File: src/rtl/ka_93bit_seq.sv
// ka_93bit_seq: 93x93 carry-less multiplier that time-shares one external KA_47bit core (LO, HI, MID).
// Optional feature macro KA93_SEQ_MULREG_EN: registers mul_y and adds a DRAIN state (+1 cycle latency).
module ka_93bit_seq (
    input  logic         clk,
    input  logic         rst,
    input  logic         start,
    input  logic [92:0]  a,
    input  logic [92:0]  b,
    output logic         busy,
    output logic         done,
    output logic [184:0] y,
    output logic [46:0]  mul_a,
    output logic [46:0]  mul_b,
    input  logic [92:0]  mul_y
);

    localparam int unsigned OP_W   = 93;
    localparam int unsigned HALF_W = 47;
    localparam int unsigned PROD_W = 2 * HALF_W - 1;
    localparam int unsigned RES_W  = 2 * OP_W - 1;

    typedef enum logic [2:0] {
        S_IDLE  = 3'd0,
        S_LO    = 3'd1,
        S_HI    = 3'd2,
        S_MID   = 3'd3,
        S_DRAIN = 3'd4
    } state_e;

    state_e              state_q, state_d;
    logic [OP_W-1:0]     ra_q, ra_d;
    logic [OP_W-1:0]     rb_q, rb_d;
    logic [PROD_W-1:0]   pl_q, pl_d;
    logic [PROD_W-1:0]   ph_q, ph_d;
    logic [PROD_W-1:0]   pm_q, pm_d;
    logic [RES_W-1:0]    y_q, y_d;
    logic                done_q, done_d;

    logic [HALF_W-1:0]   ra_lo, ra_hi, rb_lo, rb_hi;
    logic [PROD_W-1:0]   prod;
    logic [PROD_W-1:0]   mid;
    logic [RES_W-1:0]    y_comb;

    assign ra_lo = ra_q[HALF_W-1:0];
    assign ra_hi = HALF_W'(ra_q[OP_W-1:HALF_W]);
    assign rb_lo = rb_q[HALF_W-1:0];
    assign rb_hi = HALF_W'(rb_q[OP_W-1:HALF_W]);

`ifdef KA93_SEQ_MULREG_EN
    // Core result is retimed one cycle; captures below lag the driving state by one edge.
    logic [PROD_W-1:0] mul_y_q;

    always_ff @(posedge clk or posedge rst) begin
        if (rst) begin
            mul_y_q <= '0;
        end else begin
            mul_y_q <= mul_y;
        end
    end

    assign prod = mul_y_q;
`else
    assign prod = mul_y;
`endif

    // Karatsuba overlap; the middle product arrives in the same cycle as the combine.
    assign mid    = pl_q ^ ph_q ^ prod;
    assign y_comb = RES_W'(pl_q)
                  ^ (RES_W'(mid)  << HALF_W)
                  ^ (RES_W'(ph_q) << (2 * HALF_W));

    assign busy = (state_q != S_IDLE);
    assign done = done_q;
    assign y    = y_q;

    always_comb begin
        state_d = state_q;
        ra_d    = ra_q;
        rb_d    = rb_q;
        pl_d    = pl_q;
        ph_d    = ph_q;
        pm_d    = pm_q;
        y_d     = y_q;
        done_d  = 1'b0;
        mul_a   = '0;
        mul_b   = '0;

        case (state_q)
            S_IDLE: begin
                if (start) begin
                    ra_d    = a;
                    rb_d    = b;
                    state_d = S_LO;
                end
            end
            S_LO: begin
                mul_a   = ra_lo;
                mul_b   = rb_lo;
`ifndef KA93_SEQ_MULREG_EN
                pl_d    = prod;
`endif
                state_d = S_HI;
            end
            S_HI: begin
                mul_a   = ra_hi;
                mul_b   = rb_hi;
`ifdef KA93_SEQ_MULREG_EN
                pl_d    = prod;
`else
                ph_d    = prod;
`endif
                state_d = S_MID;
            end
            S_MID: begin
                mul_a   = ra_lo ^ ra_hi;
                mul_b   = rb_lo ^ rb_hi;
`ifdef KA93_SEQ_MULREG_EN
                ph_d    = prod;
                state_d = S_DRAIN;
`else
                pm_d    = prod;
                y_d     = y_comb;
                done_d  = 1'b1;
                state_d = S_IDLE;
`endif
            end
            S_DRAIN: begin
`ifdef KA93_SEQ_MULREG_EN
                pm_d    = prod;
                y_d     = y_comb;
                done_d  = 1'b1;
`endif
                state_d = S_IDLE;
            end
            default: begin
                state_d = S_IDLE;
            end
        endcase
    end

    always_ff @(posedge clk or posedge rst) begin
        if (rst) begin
            state_q <= S_IDLE;
            ra_q    <= '0;
            rb_q    <= '0;
            pl_q    <= '0;
            ph_q    <= '0;
            pm_q    <= '0;
            y_q     <= '0;
            done_q  <= 1'b0;
        end else begin
            state_q <= state_d;
            ra_q    <= ra_d;
            rb_q    <= rb_d;
            pl_q    <= pl_d;
            ph_q    <= ph_d;
            pm_q    <= pm_d;
            y_q     <= y_d;
            done_q  <= done_d;
        end
    end

endmodule

File: config.mk
export PLATFORM = sky130hd
export DESIGN_NAME = ka_93bit_seq
export DESIGN_NICKNAME = d
export VERILOG_FILES = /design/src/rtl/ka_93bit_seq.sv
export SDC_FILE = /design/constraint.sdc
export NUM_CORES = 1
export LEC_CHECK = 0
export BUFFER_PORTS_ARGS = -buffer_cell sky130_fd_sc_hd__buf_2
export CORE_MARGIN = 8
export CORE_UTILIZATION = 55
export CTS_CLUSTER_SIZE = 16
export DETAILED_ROUTE_END_ITERATION = 6
export PLACE_DENSITY = 0.81
export SLEW_MARGIN = 30
export SYNTH_ARGS = -nofsm -noshare
export SYNTH_HDL_FRONTEND = slang
export SYNTH_SLANG_ARGS = --single-unit
File: constraint.sdc
create_clock -name clk -period 19.85 [get_ports clk]
set_input_delay 1.985 -clock clk [delete_from_list [all_inputs] [get_ports clk]]
set_output_delay 1.985 -clock clk [all_outputs]
set_load 0.03 [all_outputs]
* Word-level counts from Yosys, hierarchy flattened
Index checks and enable logic that the tools add are counted.
** Word-level totals
- Output and inout bits :: 281
- Flip-flop bits (word level) :: 561
** Cells by class
- Bitwise gates (word level) :: 6
- Mux-type cells :: 5
- Equality and inequality tests :: 4
- Reduce and logical (&&, ||, !) cells :: 3
** Operator list (number)
- $pmux W47 S3 :: 2
- $xor A93 B93 Y93 :: 2
- $xor A140 B185 Y185 :: 1
- $xor A93 B140 Y140 :: 1
- $xor A47 B46 Y47 :: 2
- $pmux W3 S3 :: 1
- $eq A3 B2 Y1 const B :: 2
- $eq A3 B1 Y1 const B :: 1
- $logic_not A3 Y1 :: 1
- $mux W3 :: 1
- $reduce_bool A3 Y1 :: 1
- $ne A2 B2 Y1 const B :: 1
- $reduce_and A2 Y1 :: 1
- $mux W1 :: 1

* Longest topological paths before layout
Gate-level depths: netlist of run 1.
- Depth in word-level cells :: 4
- Mapped depth :: 7

* Worst setup path before layout of run 1
No wires, ideal clock.
- Kind :: flip-flop to output port
- From :: register state_q[1]
- To :: output port mul_b[16]
- Cell stages (with the launch flop) :: 8
- Buffers on the path :: 3
- Data required time :: 17.865 ns
- Setup slack :: 16.161 ns
- Arrival time :: 1.704 ns
- Cell sequence :: dfrtp_1 > inv_1 > ha_1 > buf_2 > buf_2 > buf_2 > a22oi_1 > a21oi_1
** On the way
- Longest elaborated chain between the ends :: 2
** RTL lines
- start: declaration :: line 30 : state_e state_q, state_d;
- start signal: assignment :: line 152 : state_q <= state_d;
- $eq A3 B2 Y1 / $eq A3 B1 Y1 (equally long branches) :: line 88 : case (state_q)
- $pmux W47 S3 * :: line 88
- end: declaration :: line 13 : output logic [46:0] mul_b,
Mark *: on every way between the ends. The rest lies on a longest branch, timed or not.

* Final worst setup path of run 1
- From :: register state_q[0]
- To :: output port mul_b[24]
The elaborated chain is that of the path after synthesis.

==> results of run 1 <==
## stage by stage
| step | std cells | hold slack [ps] | power, W | setup slack, ps | util (%) |
|---|---|---|---|---|---|
| 2_1_floorplan | 1942 | 456 | 0.00454 | 2200 | - |
| 4_1_cts | 3108 | 504 | 0.00650 | 14340 | 66.9 |
| 5_1_grt | 3119 | 515 | 0.00682 | 14250 | 67.0 |
| 6_report | 3123 | 500 | 0.00646 | 14380 | 67.0 |
| 3_3_place_gp | 3005 | 485 | 0.00525 | 14650 | 62.7 |
| 3_5_place_dp | 3005 | 490 | 0.00537 | 14580 | 62.7 |
## cell usage in the layout (no fill, tap or decap), types with 92 or more instances in the layout
cell | Yosys | final
buf_2 | 79 | 562
dfrtp_1 | 560 | 560
mux2_2 | 325 | 325
xnor2_1 | 232 | 232
a21oi_1 | 184 | 184
mux2_1 | 100 | 100
nand2_1 | 94 | 94
nor2_1 | 93 | 93
a22oi_1 | 92 | 92
xor2_1 | 92 | 92
## Yosys cell counts (all sizes together)
| library cell | instances | area share, % |
|---|---|---|
| dfrtp | 560 | 55 |
| xnor2 | 232 | 8.0 |
| buf | 96 | 2.3 |
| mux2 | 465 | 21 |
| o31ai | 1 | 0.030 |
| xor2 | 92 | 3.2 |
| nand2 | 95 | 1.4 |
| clkbuf | 18 | 0.27 |
| ha | 5 | 0.25 |
| o21ai | 3 | 0.059 |
| a22oi | 92 | 2.7 |
| and2 | 1 | 0.025 |
| inv | 4 | 0.059 |
| o211a | 1 | 0.040 |
| nor2 | 93 | 1.4 |
| a21oi | 184 | 3.6 |
## layout make-up
| cell class | count | area, um^2 |
|---|---|---|
| clock buffers | 84 | 1730 |
| diodes | 15 | 37.5 |
| clock inverters | 19 | 205 |
| repair buffers | 577 | 2950 |
| inverters | 4 | 27.5 |
| well taps | 600 | 751 |
| multi-input cells | 1264 | 10700 |
| flip-flops and latches | 560 | 14000 |
| fillers | 3275 | 15000 |
## final timing paths
kind,to,slack (ps),depth (start not counted),start
hold reg to reg,y[155],500,1,y[155]
min in group asynchronous,ra_q[76],1470,2,rst
hold / removal,y[155],500,1,y[155]
setup / recovery,mul_b[24],14380,6,state_q[0]
setup reg to reg,y[11],16540,4,state_q[0]
max in group asynchronous,y[59],15480,5,rst
## routing by layer
metal  vias up  part of all wire [%]  global-route usage [%]
li1       7761                     -                       -
met1      8930                    38                    29.3
met2       679                    50                    42.4
met3       166                   8.6                    8.16
met4        26                   3.2                    8.16
met5         -                  0.23                       0
## report_power, final
group          switching, W  internal [W]  leakage, nW
logic               0.00181       0.00134         6.11
clock network      0.000447      0.000641        0.960
registers          0.000488       0.00174         6.51
## registers in the layout (all words and copies together), names as in the netlist
register  cells
ph_q         93
state_q       2
rb_q         93
ra_q         93
pl_q         93
y           185
done          1
## worst max-delay path: cells and delay by family (launching register included)
family                     cells  cell delay [ps]
buffers and inverters          3             1320
adders and majority gates      1              590
DFF                            1              470
AOI/OAI and AO/OA              2              470
## cell families after synthesis
kind of cell	after synthesis
simple gates	189
mux	465
flops	560
fa+ha+maj	5
xor+xnor	324
buf+inv	118
compound gates	281
==> impl_metrics.toml, run 1 <==
[yosys]
synth_top_family_by_area = "multiplexers"
synth_compound_area_share_pct = 6.49
syn_inst = 1942
seq_area_frac_synth_pct = 55.3
synth_seq_cells = 560
synth-xor-area-share_pct = 11.2
avgSynthCellArea_um2 = 13.0
yosys.area_share.adder_pct = 0.247
synth-simple-area-share_pct = 2.82
synth_fp_nets = 2229
synth.distinct_cells = 21
yosys_warnings = 0
synth_area_mm2 = 0.0253
synthMuxAreaShare_pct = 21.3

[global_routing]
antenna_found_initial = 28
grt-ovfl-total = 0
grt_first_pass_wirelength_um = 106000
grt_start_max_net_pins = 161
grt_usage_pct = 24.8
grt_pass1_vias = 18500

[sta]
setup-tns-final_ps = 0
relSlewSlack_pct = 32.8
final_max_slew_viol_count = 0
rsz0062_at_grt = "no"
min_period_ps = 5470
fin_skew_ps = 15.9
fin_crit_sh_pct = 27.6
setup_violations = 0
worst_slew_pin_slew_ps = 1010
hold_viol = 0
fmaxAchievable_ghz = 0.183

[clocking]
cts.reportedPaths.clkPinSlew_ps = 60
clock-sinks = 560
cts_made_buffers = 57
holdBufCountCts = 0
cts_setup_buffers = 0
root_buffer = "clkbuf_16"
cts_tree = "yes"
htreeDepth = 2
clk_path_buf_depth = 3
cts-resized-gates = 0
worstSkewPairLatency_ps = 610

[drt]
via_per_inst = 5.62
drt_iter0_markers = 1127
vias = 17600
ant_nets = 0
routed_wl_um = 68100
drtPass1Iterations = 5
drcViolationCount = 0
wl_per_cell_um = 21.8

[setup_path]
worstSetupPathType = "flop to output pin"
cp_slowest_cell = "buf_4"
required_ps = 17860
path_max_fanout = 73
critPathMaxStageDelay_ps = 870
crit_chain = "inv_1 > ha_4 > buf_4 > a22oi_1 > a21oi_1 > buf_2"
critPathCaptureType = "output pin"
cp.arrival_ps = 3490
cp-start-kind = "flop"

[finish]
nNetsFinal = 2751
syn_to_final_growth_pct = 20.2
design_area_mm2 = 0.0304
layout-drive-gt1-share_pct = 41.6

[min_path]
min_path_type = "flop to flop"

[floorplan]
start_util_pct = 55.8
core_mm2 = 0.0454
die_x_um = 231
ios = 563
design.die.area_mm2 = 0.0532
die_h_um = 231
rows = 78

[job]
drv_cap = 0

[place]
place_area_mm2 = 0.0284
routabilityCongestion = 0.844
portBuffers = 562
dp_hpwl_um = 47600

[power]
p_per_area_mw_per_mm2 = 212
p_leak_nw = 13.6
ir_drop_mv = 0.130

[status]
status = "complete, no violations"
No activity file was read; power rests on OpenSTA's default activity.
==> run 2, diff against run 1 <==
Settings changed: ABC_AREA set to 1, CORE_UTILIZATION 55 to 50, PLACE_DENSITY 0.81 to 0.76.
Clock period 19.85 ns to 5 ns, I/O delays scaled along.
==> run 2 against run 1 <==
Non-clock buffer count rose by 12. Utilization decreased by 7.3 points. Largest power group unchanged. Clock power grew to 3.9 times the previous value. Synthesized cell count is 83% higher. Critical endpoint is now mul_b[23]. Via count is 39% higher. Clock skew hardly changed. Total power grew to 4.0 times the previous value. Largest cell class unchanged. Sequential cell count unchanged. Global-route usage fell by 0.67 points. Critical path type unchanged.
==> impl_metrics.toml, run 2 <==
[finish]
syn_to_final_growth_pct = 18.9
layout-drive-gt1-share_pct = 21.3
nNetsFinal = 4340
largest_register_ffs = 185
fillerInstances = 4854
final_util_pct = 59.8
mostFrequentLayoutCell = "nand2_1"
final_cell_mix = "nand2_1 (1240), buf_2 (562), dfrtp_1 (560)"

[power]
power_frac_seq_pct = 34.0
p_leak_nw = 17.9
pwr-share-comb_pct = 49.5
p_per_area_mw_per_mm2 = 776
ir_drop_mv = 0.579
p_switching_w = 0.0123
swShare_pct = 47.2
p_int_w = 0.0137
power_frac_clock_pct = 16.6

[floorplan]
core_mm2 = 0.0561
die_x_um = 253
design.die.area_mm2 = 0.0642
ios = 563
rows = 87
die_h_um = 253
start_util_pct = 50.2

[clocking]
worstSkewPairLatency_ps = 610
htreeDepth = 2
cts.reportedPaths.clkPinSlew_ps = 60
cts_tree = "yes"
clock-sinks = 560
root_buffer = "clkbuf_16"
cts_made_buffers = 59
clk_path_buf_depth = 3
cts-resized-gates = 0
cts_setup_buffers = 0

[global_routing]
grt_pass1_vias = 23400
grt_start_max_net_pins = 183
grt-ovfl-total = 0
grt_first_pass_wirelength_um = 125000
antenna_found_initial = 29
grt_usage_pct = 24.1

[setup_path]
cp.arrival_ps = 3210
required_ps = 4500
path_max_fanout = 167
r2r_end = "y[12]"
crit_chain = "ha_4 > inv_8 > buf_12 > o21ai_1 > nand2_1 > a21oi_1 > buf_2"
cp_slowest_cell = "ha_4"
rr_worst_depth = 5
critPathCaptureType = "output pin"
cp-start-kind = "flop"
worstSetupPathType = "flop to output pin"
critPathMaxStageDelay_ps = 630
r2r-start = "state_q[0]"
r2r_slack_ps = 1960

[yosys]
synthArstFlopShare_pct = 100
seq_area_frac_synth_pct = 49.8
synth_area_mm2 = 0.0282
syn_inst = 3556
synth_area_leader_cell = "dfrtp_1"
synth_most_common_cell = "nand2_1"
ys_top_cells_by_count = "nand2_1 (1240), dfrtp_1 (560), inv_1 (403)"
synth.distinct_cells = 20
avgSynthCellArea_um2 = 7.92
synth.area.top_cells = "dfrtp_1 (50%), nand2_1 (17%), mux2_2 (7.4%)"
synth_seq_cells = 560
synth_top_area_share_pct = 49.8
synth_fp_nets = 3843
yosys_warnings = 0
synth_edf_count = 0
synthFlopType = "dfrtp_1"

[sta]
min_period_ps = 3710
setup_violations = 0
fin_crit_sh_pct = 74.2
relSlewSlack_pct = 35.8
fin_skew_ps = 16.1
final_max_slew_viol_count = 0
worst_slew_pin_slew_ps = 962
fmaxAchievable_ghz = 0.270
rsz0062_at_grt = "no"
setup-tns-final_ps = 0
hold_viol = 0

[status]
status = "complete, no violations"

[job]
drv_cap = 0

[drt]
ant_nets = 0
routed_wl_um = 79900
drtPass1Iterations = 5
via_per_inst = 5.04
drt_iter0_markers = 1534
wl_per_cell_um = 16.4
vias = 24500
drcViolationCount = 0

[place]
dp_hpwl_um = 56500
portBuffers = 562
routabilityCongestion = 0.870

[min_path]
hold_start = "b[49]"
holdPathStages = 2
hold-path-endpoint = "rb_q[49]"
min_path_type = "primary input to flop"
-- run 2: cell types whose count changed in the layout (fill, tap and decap cells not counted), moves of 87 or more --
cell	before	now
o21ai_0	3	360
mux2_1	100	0
nand3_1	0	93
nand2_1	94	1240
o21ai_1	0	87
a22oi_1	92	0
mux2_2	325	186
nor2_1	93	278
a21oi_1	184	93
xor2_1	92	0
inv_1	3	402
xnor2_1	232	92
-- run 2: worst max-delay path by stage --
| stage | slack (ps) | to | cells past startpoint | from |
|---|---|---|---|---|
| 2_1_floorplan | -3120 | done | 1 | rst |
| 3_3_place_gp | 1860 | mul_b[11] | 7 | state_q[0] |
| 3_5_place_dp | 1870 | mul_a[11] | 7 | state_q[0] |
| 4_1_cts | 1140 | mul_b[23] | 7 | state_q[0] |
| 5_1_grt | 1020 | mul_b[23] | 7 | state_q[0] |
| 6_report | 1290 | mul_b[23] | 7 | state_q[0] |
-- run 2: metrics by stage --
step / std cells / hold slack (ps) / power (W) / setup WS [ps] / instance area [um^2]
after floorplan: 3556 / 473 / 0.0180 / -3120 / 28200
after global placement: 4745 / 456 / 0.0213 / 1860 / 31500
after detailed placement: 4747 / 460 / 0.0217 / 1870 / 31600
after CTS: 4849 / 75.2 / 0.0262 / 1140 / 33500
after global routing: 4857 / 89.9 / 0.0280 / 1020 / 33500
final: 4865 / 118 / 0.0260 / 1290 / 33500
-- run 2: cells by family after synthesis --
| kind of cell | count (synthesis) | share of synthesized area (%) |
|---|---|---|
| compound gates | 541 | 9.62 |
| fa+ha+maj | 5 | 0.222 |
| mux | 186 | 7.44 |
| buf+inv | 558 | 8.15 |
| flops | 560 | 49.8 |
| xor+xnor | 92 | 2.86 |
| simple gates | 1614 | 22.0 |
-- run 2: power groups by stage --
stage	Sequential, W	Combinational, W	Clock [W]
2_1_floorplan	0.00973	0.00829	0
3_3_place_gp	0.00876	0.0125	0
3_5_place_dp	0.00883	0.0129	0
4_1_cts	0.00879	0.0130	0.00440
5_1_grt	0.00911	0.0143	0.00457
6_report	0.00882	0.0129	0.00430
-- run 2: area by class of cell --
| type | instances | area [um^2] | area share (%) |
|---|---|---|---|
| tap | 756 | 946 | 2.82 |
| timing repair buffer | 589 | 3150 | 9.42 |
| clock inverter | 9 | 88.8 | 0.265 |
| inverter | 405 | 1530 | 4.58 |
| multi-input combinational | 2438 | 11900 | 35.6 |
| sequential | 560 | 14000 | 41.8 |
| antenna | 16 | 40.0 | 0.120 |
| clock buffer | 92 | 1800 | 5.38 |
-- run 2: metal layers --
metal,wire length [um],vias up,global-route usage (%)
met4,2660,30,8.51
met2,38100,714,40.4
met5,189,-,0
met1,32500,11500,29.3
li1,-,12100,-
met3,6450,179,7.29
-- run 2: critical path: cells and delay by family, from the launching register on --
kind	cells	cell delay [ps]
compound gates	2	350
fa+ha+maj	1	630
buf+inv	3	1010
flops	1	510
simple gates	1	70
-- run 2: timing repair --
item                       CTS  global route
hold endpoints to repair    17             0
setup endpoints to repair    0             0
hold buffers                 1             0
